--- src/rtl/tick_period_meter_if.sv ---
// Tick-period meter port bundle: tick stimulus in, measured period and lock/status out.
// The master side drives the tick stream; the slave side is the meter itself.
interface tick_period_meter_if #(
    parameter int WIDTH = 28
);
    logic             enable;
    logic             tick_in;
    logic [WIDTH-1:0] period;
    logic             period_valid;
    logic             locked;
    logic             timeout;
    logic [7:0]       err_count;

    modport master (
        output enable, tick_in,
        input  period, period_valid, locked, timeout, err_count
    );

    modport slave (
        input  enable, tick_in,
        output period, period_valid, locked, timeout, err_count
    );
endinterface

--- src/rtl/tick_period_meter.sv ---
// Measures the clk-cycle distance between consecutive single-cycle ticks and tracks
// lock against an expected period, with sticky timeout and a saturating error count.
module tick_period_meter #(
    parameter int WIDTH      = 28,
    parameter int EXPECTED   = 833334,
    parameter int TOL        = 16,
    parameter int LOCK_COUNT = 4
) (
    input logic               clk,
    input logic               reset,
    tick_period_meter_if.slave bus
);
    typedef enum logic {IDLE, MEASURE} state_t;

    localparam logic [WIDTH-1:0] CNT_MAX    = '1;
    localparam int               TOL_LO_INT = (EXPECTED > TOL) ? EXPECTED - TOL : 0;
    localparam logic [WIDTH:0]   TOL_LO     = (WIDTH+1)'(TOL_LO_INT);
    localparam logic [WIDTH:0]   TOL_HI     = (WIDTH+1)'(EXPECTED + TOL);
    localparam logic [3:0]       LOCK_N     = 4'(LOCK_COUNT);

    state_t           state, state_next;
    logic [WIDTH-1:0] cnt, cnt_next;
    logic [WIDTH-1:0] period_q, period_next;
    logic             valid_q, valid_next;
    logic             locked_q, locked_next;
    logic             timeout_q, timeout_next;
    logic [7:0]       err_q, err_next;
    logic [3:0]       run, run_next;

    logic [WIDTH:0]   meas;
    logic [WIDTH-1:0] meas_sat;
    logic             in_tol;

    // Edge-to-edge distance is the count of enabled idle cycles plus the tick cycle itself.
    assign meas     = {1'b0, cnt} + (WIDTH+1)'(1);
    assign meas_sat = meas[WIDTH] ? CNT_MAX : meas[WIDTH-1:0];
    assign in_tol   = ({1'b0, meas_sat} >= TOL_LO) && ({1'b0, meas_sat} <= TOL_HI);

    // NOTE: every variable gets its hold value before the case, so no path leaves one
    // unassigned and no latch is inferred.
    always_comb begin
        state_next   = state;
        cnt_next     = cnt;
        period_next  = period_q;
        valid_next   = 1'b0;
        locked_next  = locked_q;
        timeout_next = timeout_q;
        err_next     = err_q;
        run_next     = run;

        if (bus.enable) begin
            unique case (state)
                IDLE: begin
                    if (bus.tick_in) begin
                        cnt_next   = '0;
                        state_next = MEASURE;
                    end
                end
                MEASURE: begin
                    if (bus.tick_in) begin
                        period_next = meas_sat;
                        valid_next  = 1'b1;
                        cnt_next    = '0;
                        if (in_tol) begin
                            run_next = (run >= LOCK_N) ? LOCK_N : run + 4'd1;
                            if ({1'b0, run} + 5'd1 >= {1'b0, LOCK_N})
                                locked_next = 1'b1;
                        end else begin
                            run_next    = '0;
                            locked_next = 1'b0;
                            if (err_q != 8'hFF)
                                err_next = err_q + 8'd1;
                        end
                    end else if (cnt == CNT_MAX) begin
                        // Lost the tick stream: drop lock and wait for a fresh first tick.
                        timeout_next = 1'b1;
                        locked_next  = 1'b0;
                        run_next     = '0;
                        state_next   = IDLE;
                    end else begin
                        cnt_next = cnt + 1'b1;
                    end
                end
                default: state_next = IDLE;
            endcase
        end
    end

    // NOTE: sequential state uses non-blocking assignments so every register samples
    // the pre-edge values computed above.
    always_ff @(posedge clk or posedge reset) begin
        if (reset) begin
            state     <= IDLE;
            cnt       <= '0;
            period_q  <= '0;
            valid_q   <= 1'b0;
            locked_q  <= 1'b0;
            timeout_q <= 1'b0;
            err_q     <= '0;
            run       <= '0;
        end else begin
            state     <= state_next;
            cnt       <= cnt_next;
            period_q  <= period_next;
            valid_q   <= valid_next;
            locked_q  <= locked_next;
            timeout_q <= timeout_next;
            err_q     <= err_next;
            run       <= run_next;
        end
    end

    assign bus.period       = period_q;
    assign bus.period_valid = valid_q;
    assign bus.locked       = locked_q;
    assign bus.timeout      = timeout_q;
    assign bus.err_count    = err_q;
endmodule

--- src/flat_wrapper.sv ---
// flat-port wrapper written by rule: the top's interface ports become plain ports
module tick_period_meter_flat 
#(
    parameter int WIDTH      = 28,
    parameter int EXPECTED   = 833334,
    parameter int TOL        = 16,
    parameter int LOCK_COUNT = 4
)
  (clk, reset, bus_enable, bus_tick_in, bus_period, bus_period_valid, bus_locked, bus_timeout, bus_err_count);
  tick_period_meter_if #(.WIDTH(WIDTH)) bus_i ();
  input logic clk;
  input logic reset;
  input wire logic [$bits(bus_i.enable)-1:0] bus_enable;
  input wire logic [$bits(bus_i.tick_in)-1:0] bus_tick_in;
  output wire logic [$bits(bus_i.period)-1:0] bus_period;
  output wire logic [$bits(bus_i.period_valid)-1:0] bus_period_valid;
  output wire logic [$bits(bus_i.locked)-1:0] bus_locked;
  output wire logic [$bits(bus_i.timeout)-1:0] bus_timeout;
  output wire logic [$bits(bus_i.err_count)-1:0] bus_err_count;
  assign bus_i.enable = bus_enable;
  assign bus_i.tick_in = bus_tick_in;
  assign bus_period = bus_i.period;
  assign bus_period_valid = bus_i.period_valid;
  assign bus_locked = bus_i.locked;
  assign bus_timeout = bus_i.timeout;
  assign bus_err_count = bus_i.err_count;
  tick_period_meter #(.WIDTH(WIDTH), .EXPECTED(EXPECTED), .TOL(TOL), .LOCK_COUNT(LOCK_COUNT)) u_core (.clk(clk), .reset(reset), .bus(bus_i));
endmodule
--- config.mk ---
export PLATFORM = sky130hd
export DESIGN_NAME = tick_period_meter_flat
export DESIGN_NICKNAME = d
export VERILOG_FILES = /design/src/rtl/tick_period_meter_if.sv /design/src/rtl/tick_period_meter.sv /design/src/flat_wrapper.sv
export SDC_FILE = /design/constraint.sdc
export NUM_CORES = 1
export LEC_CHECK = 0
export CORE_MARGIN = 2
export CORE_UTILIZATION = 38
export CTS_CLUSTER_SIZE = 30
export DETAILED_ROUTE_END_ITERATION = 8
export PLACE_DENSITY = 0.54
export REMOVE_ABC_BUFFERS = 1
export SLEW_MARGIN = 25
export SYNTH_ARGS = -nofsm -noshare
export SYNTH_HDL_FRONTEND = slang
export SYNTH_SLANG_ARGS = --single-unit
export TNS_END_PERCENT = 1
--- constraint.sdc ---
create_clock -name clk -period 4.1 [get_ports clk]
set_input_delay 0.41 -clock clk [delete_from_list [all_inputs] [get_ports clk]]
set_output_delay 0.41 -clock clk [all_outputs]
set_load 0.05 [all_outputs]
==> run summary, run 1 <==
==================================================================================
Result of the run                                                        completed
Data arrival at the endpoint of the critical path                          3940 ps
Total number of yosys warnings                                                   0
Min-delay worst type                                                  flop to flop
Largest incremental delay on the critical path                              700 ps
Slew at the pin with the worst max-slew slack                             911.5 ps
DRC violations left                                                              0
Routed wire length                                                        10170 µm
Count of state elements after synthesis                                         72
Worst max-slew margin expressed relative to the limit                       0.3923
Setup-violating endpoint count in the final report                               0
Iteration-0 DRC Markers                                                        244
GR Util All Layers                                                          0.1891
Share of final-layout standard cells stronger than drive strength 1        0.08863
First-pass GRT wire length                                                17390 µm
Area of the core                                                         10370 µm²
Fin crit period                                                            3694 ps
Number of sinks handled by clock tree synthesis                                 72
IR Drop Worst-Case VDD                                                 0.0003247 V
Worst-skew pair later-pin latency                                           350 ps
Post-synth EDFFs                                                                 0
Total power of the final layout                                           2.161 mW
Setup crit start kind                                                         flop
# hold bufs at CTS                                                               0
Count of endpoints failing hold in the final timing report                       0
Number of gates given a new drive strength after cts                             0
Effective utilization at floorplan                                          0.3939
Ant diodes                                                                       0
Total negative setup slack                                                    0 ps
Slack of the worst reg-to-reg path                                          410 ps
R2R Path Start                                                        u_core.cnt[0]
Last weighted congestion value of the routability-driven placer             0.8905
TritonCTS clock tree                                                         built
Die footprint                                                            11600 µm²
Final clock period utilization by the worst path                            0.9010
Ys async rst share                                                           1.000
Routed wirelength normalized by instance count                            15.52 µm
Leading cell type in the layout, fill and taps excluded                    dfrtp_1
Placement Rows                                                                  37
Ratio of total power to cell area                                     436.5 nW/µm²
Number of vias per cell after detailed routing                               5.392
Root buffer cell                                                          clkbuf_8
Grt ovf                                                                          0
Final clock skew                                                          10.33 ps
Combined area of all synthesized cells                                    4085 µm²
Total of fill cells in the finished design                                    1050
Setup crit end                                                        u_core.bus.err_count[1]
Number of antenna violations at the first check in global routing                0
Router iterations before antenna repair                                          4
R2R cell count                                                                  10
Part of the Yosys area used for sequential elements                         0.4410
Critical Path, Cell by Cell                                           ha_1, nand2_1, or4_1, nor4b_2, o21ai_0, a2111oi_1, nand3_1, a21oi_4, a21oi_2, mux2_4
Reg-to-Reg End                                                        u_core.bus.err_count[1]
Antenna viol nets, final                                                         0
Port Buffers                                                                    42
Synthesized netlist cell count                                                 478
Critical-path top delay cell                                                 or4_1
Critical path data required time                                           4350 ps
Mapped Avg Cell Area                                                     8.546 µm²
Placed wire-length estimate                                                7050 µm
CTS clock-pin slew for the worst setup and hold paths                        80 ps
Nets@finish                                                                    522
Buffers inserted during post-CTS setup optimization                              0
Unrepaired setup endpoints after global routing                              false
Die H                                                                     107.7 µm
Max frequency                                                           0.2707 GHz
Pin count of the biggest net entering global routing                            73
Endpoint type of the worst setup path                                         flop
Longest Clk Path Bufs                                                            2
Number of buffers inserted during clock tree synthesis                           9
Commonest cells after routing, fill and taps aside                    72 x dfrtp_1, 64 x nand2_1, 58 x nor2_1
Total leakage power                                                       2.033 nW
Top_reg_cell synth                                                         dfrtp_1
Routed via count                                                              3532
Category of the most critical setup path                              flop to flop
Die Width                                                                 107.7 µm
Slew Viols, Final                                                                0
Io pins                                                                         43
Largest fanout of any net on the critical path                                   8
Worst Setup SP                                                        u_core.cnt[0]
H-tree lvl count                                                                 3
Distinct cell type count of the synthesized netlist                             58
Max-Cap Viols                                                                    0
Vias in the first global route                                                3366
Synth-to-layout area growth                                                 21.16%
==================================================================================
[report_power, final]
group	switching (mW)	internal, mW
registers	0.0594	0.776
clock network	0.285	0.529
logic	0.344	0.167
total	0.689	1.47
[worst max-delay path: cells and delay by family (launching register included)]
kind                       cells  cell delay [ps]
AOI/OAI and AO/OA              4             1070
adders and majority gates      1              360
and+or+nand+nor                4             1370
muxes                          1              320
DFF                            1              460
[metrics by stage]
stage | setup WS (ps) | area [µm²] | hold WS, ps | cells | utilization
5_1_grt | 80.16 | 4950 | 488.6 | 655 | 0.4773
3_3_place_gp | 556.6 | 4659 | 450.1 | 639 | 0.4493
4_1_cts | 419.0 | 4950 | 477.2 | 655 | 0.4773
3_5_place_dp | 446.1 | 4659 | 458.5 | 639 | 0.4493
2_1_floorplan | 354.6 | 3959 | 489.1 | 448 | -
6_report | 405.9 | 4950 | 475.4 | 655 | 0.4773
[how the worst min path moves through the flow]
stage,startpoint,endpoint,slack [ps],depth (start not counted)
2_1_floorplan,u_core.run[1],u_core.run[1],490,2
5_1_grt,u_core.bus.period[8],u_core.bus.period[8],490,2
3_3_place_gp,u_core.bus.period[2],u_core.bus.period[2],450,2
3_5_place_dp,u_core.bus.timeout,u_core.bus.timeout,460,1
4_1_cts,u_core.bus.period[8],u_core.bus.period[8],480,2
6_report,u_core.bus.period[8],u_core.bus.period[8],480,2
[logic make-up after synthesis]
family | synth area share
and+or+nand+nor | 0.2383
AOI/OAI and AO/OA | 0.1979
DFF | 0.4410
buffers and inverters | 0.04012
xor gates and xnor gates | 0.06432
adders and majority gates | 0.01225
muxes | 0.006125
[Yosys cell counts (all sizes together), types with 6 or more instances]
master / number / area share
buf: 9 / 0.012
xor2: 21 / 0.045
nand3: 23 / 0.031
nor2: 58 / 0.053
o31ai: 12 / 0.023
and2: 7 / 0.011
o21ai: 52 / 0.064
clkbuf: 21 / 0.019
inv: 10 / 0.0092
nand2: 64 / 0.059
nor3: 12 / 0.017
a21oi: 26 / 0.036
a2111oi: 6 / 0.015
xnor2: 9 / 0.019
dfrtp: 72 / 0.44
nand4: 10 / 0.015
a31oi: 7 / 0.011
[area by class of cell]
| class | count | area, µm² | area share |
|---|---|---|---|
| Timing Repair Buffer | 55 | 530.5 | 0.1072 |
| Tap cell | 136 | 170.2 | 0.03438 |
| Clock inverter | 7 | 166.4 | 0.03362 |
| Inverter | 10 | 37.54 | 0.007583 |
| Multi-Input combinational cell | 366 | 2120 | 0.4282 |
| Clock buffer | 9 | 123.9 | 0.02503 |
| Sequential cell | 72 | 1802 | 0.3640 |
[routing by layer]
metal | wire length (µm) | global-route usage | part of all wire | vias up
met5 | 0 | 0 | 0 | -
met4 | 94 | 0.05586 | 0.0092 | 0
met3 | 388 | 0.02785 | 0.038 | 9
met2 | 4445 | 0.2830 | 0.44 | 68
met1 | 5239 | 0.2818 | 0.52 | 1682
li1 | - | - | - | 1773
[flip-flops by register name, indices dropped and copies added (netlist names)]
| register | cells |
|---|---|
| u_core.cnt | 28 |
| u_core.state | 1 |
| u_core.run | 4 |
| u_core.bus.err_count | 8 |
| u_core.bus.locked | 1 |
| u_core.bus.period | 28 |
| u_core.bus.period_valid | 1 |
| u_core.bus.timeout | 1 |
No activity file was read; power rests on OpenSTA's default activity.
==> run 2: changes to the inputs <==
--- a/config.mk
+++ b/config.mk
@@ -5,6 +5,7 @@
 export SDC_FILE = /design/constraint.sdc
 export NUM_CORES = 1
 export LEC_CHECK = 0
+export CAP_MARGIN = 15
 export CORE_MARGIN = 2
 export CORE_UTILIZATION = 38
 export CTS_CLUSTER_SIZE = 30
==> results of run 2 <==
No change in the layout: final DEF, timing and power equal those of run 1.
==> run 3: changes to the inputs <==
--- a/config.mk
+++ b/config.mk
@@ -12,6 +12,7 @@
 export DETAILED_ROUTE_END_ITERATION = 8
 export PLACE_DENSITY = 0.54
 export REMOVE_ABC_BUFFERS = 1
+export SKIP_CTS_REPAIR_TIMING = 1
 export SLEW_MARGIN = 25
 export SYNTH_ARGS = -nofsm -noshare
 export SYNTH_HDL_FRONTEND = slang
==> results of run 3 <==
No change in the layout: final DEF, timing and power equal those of run 1.
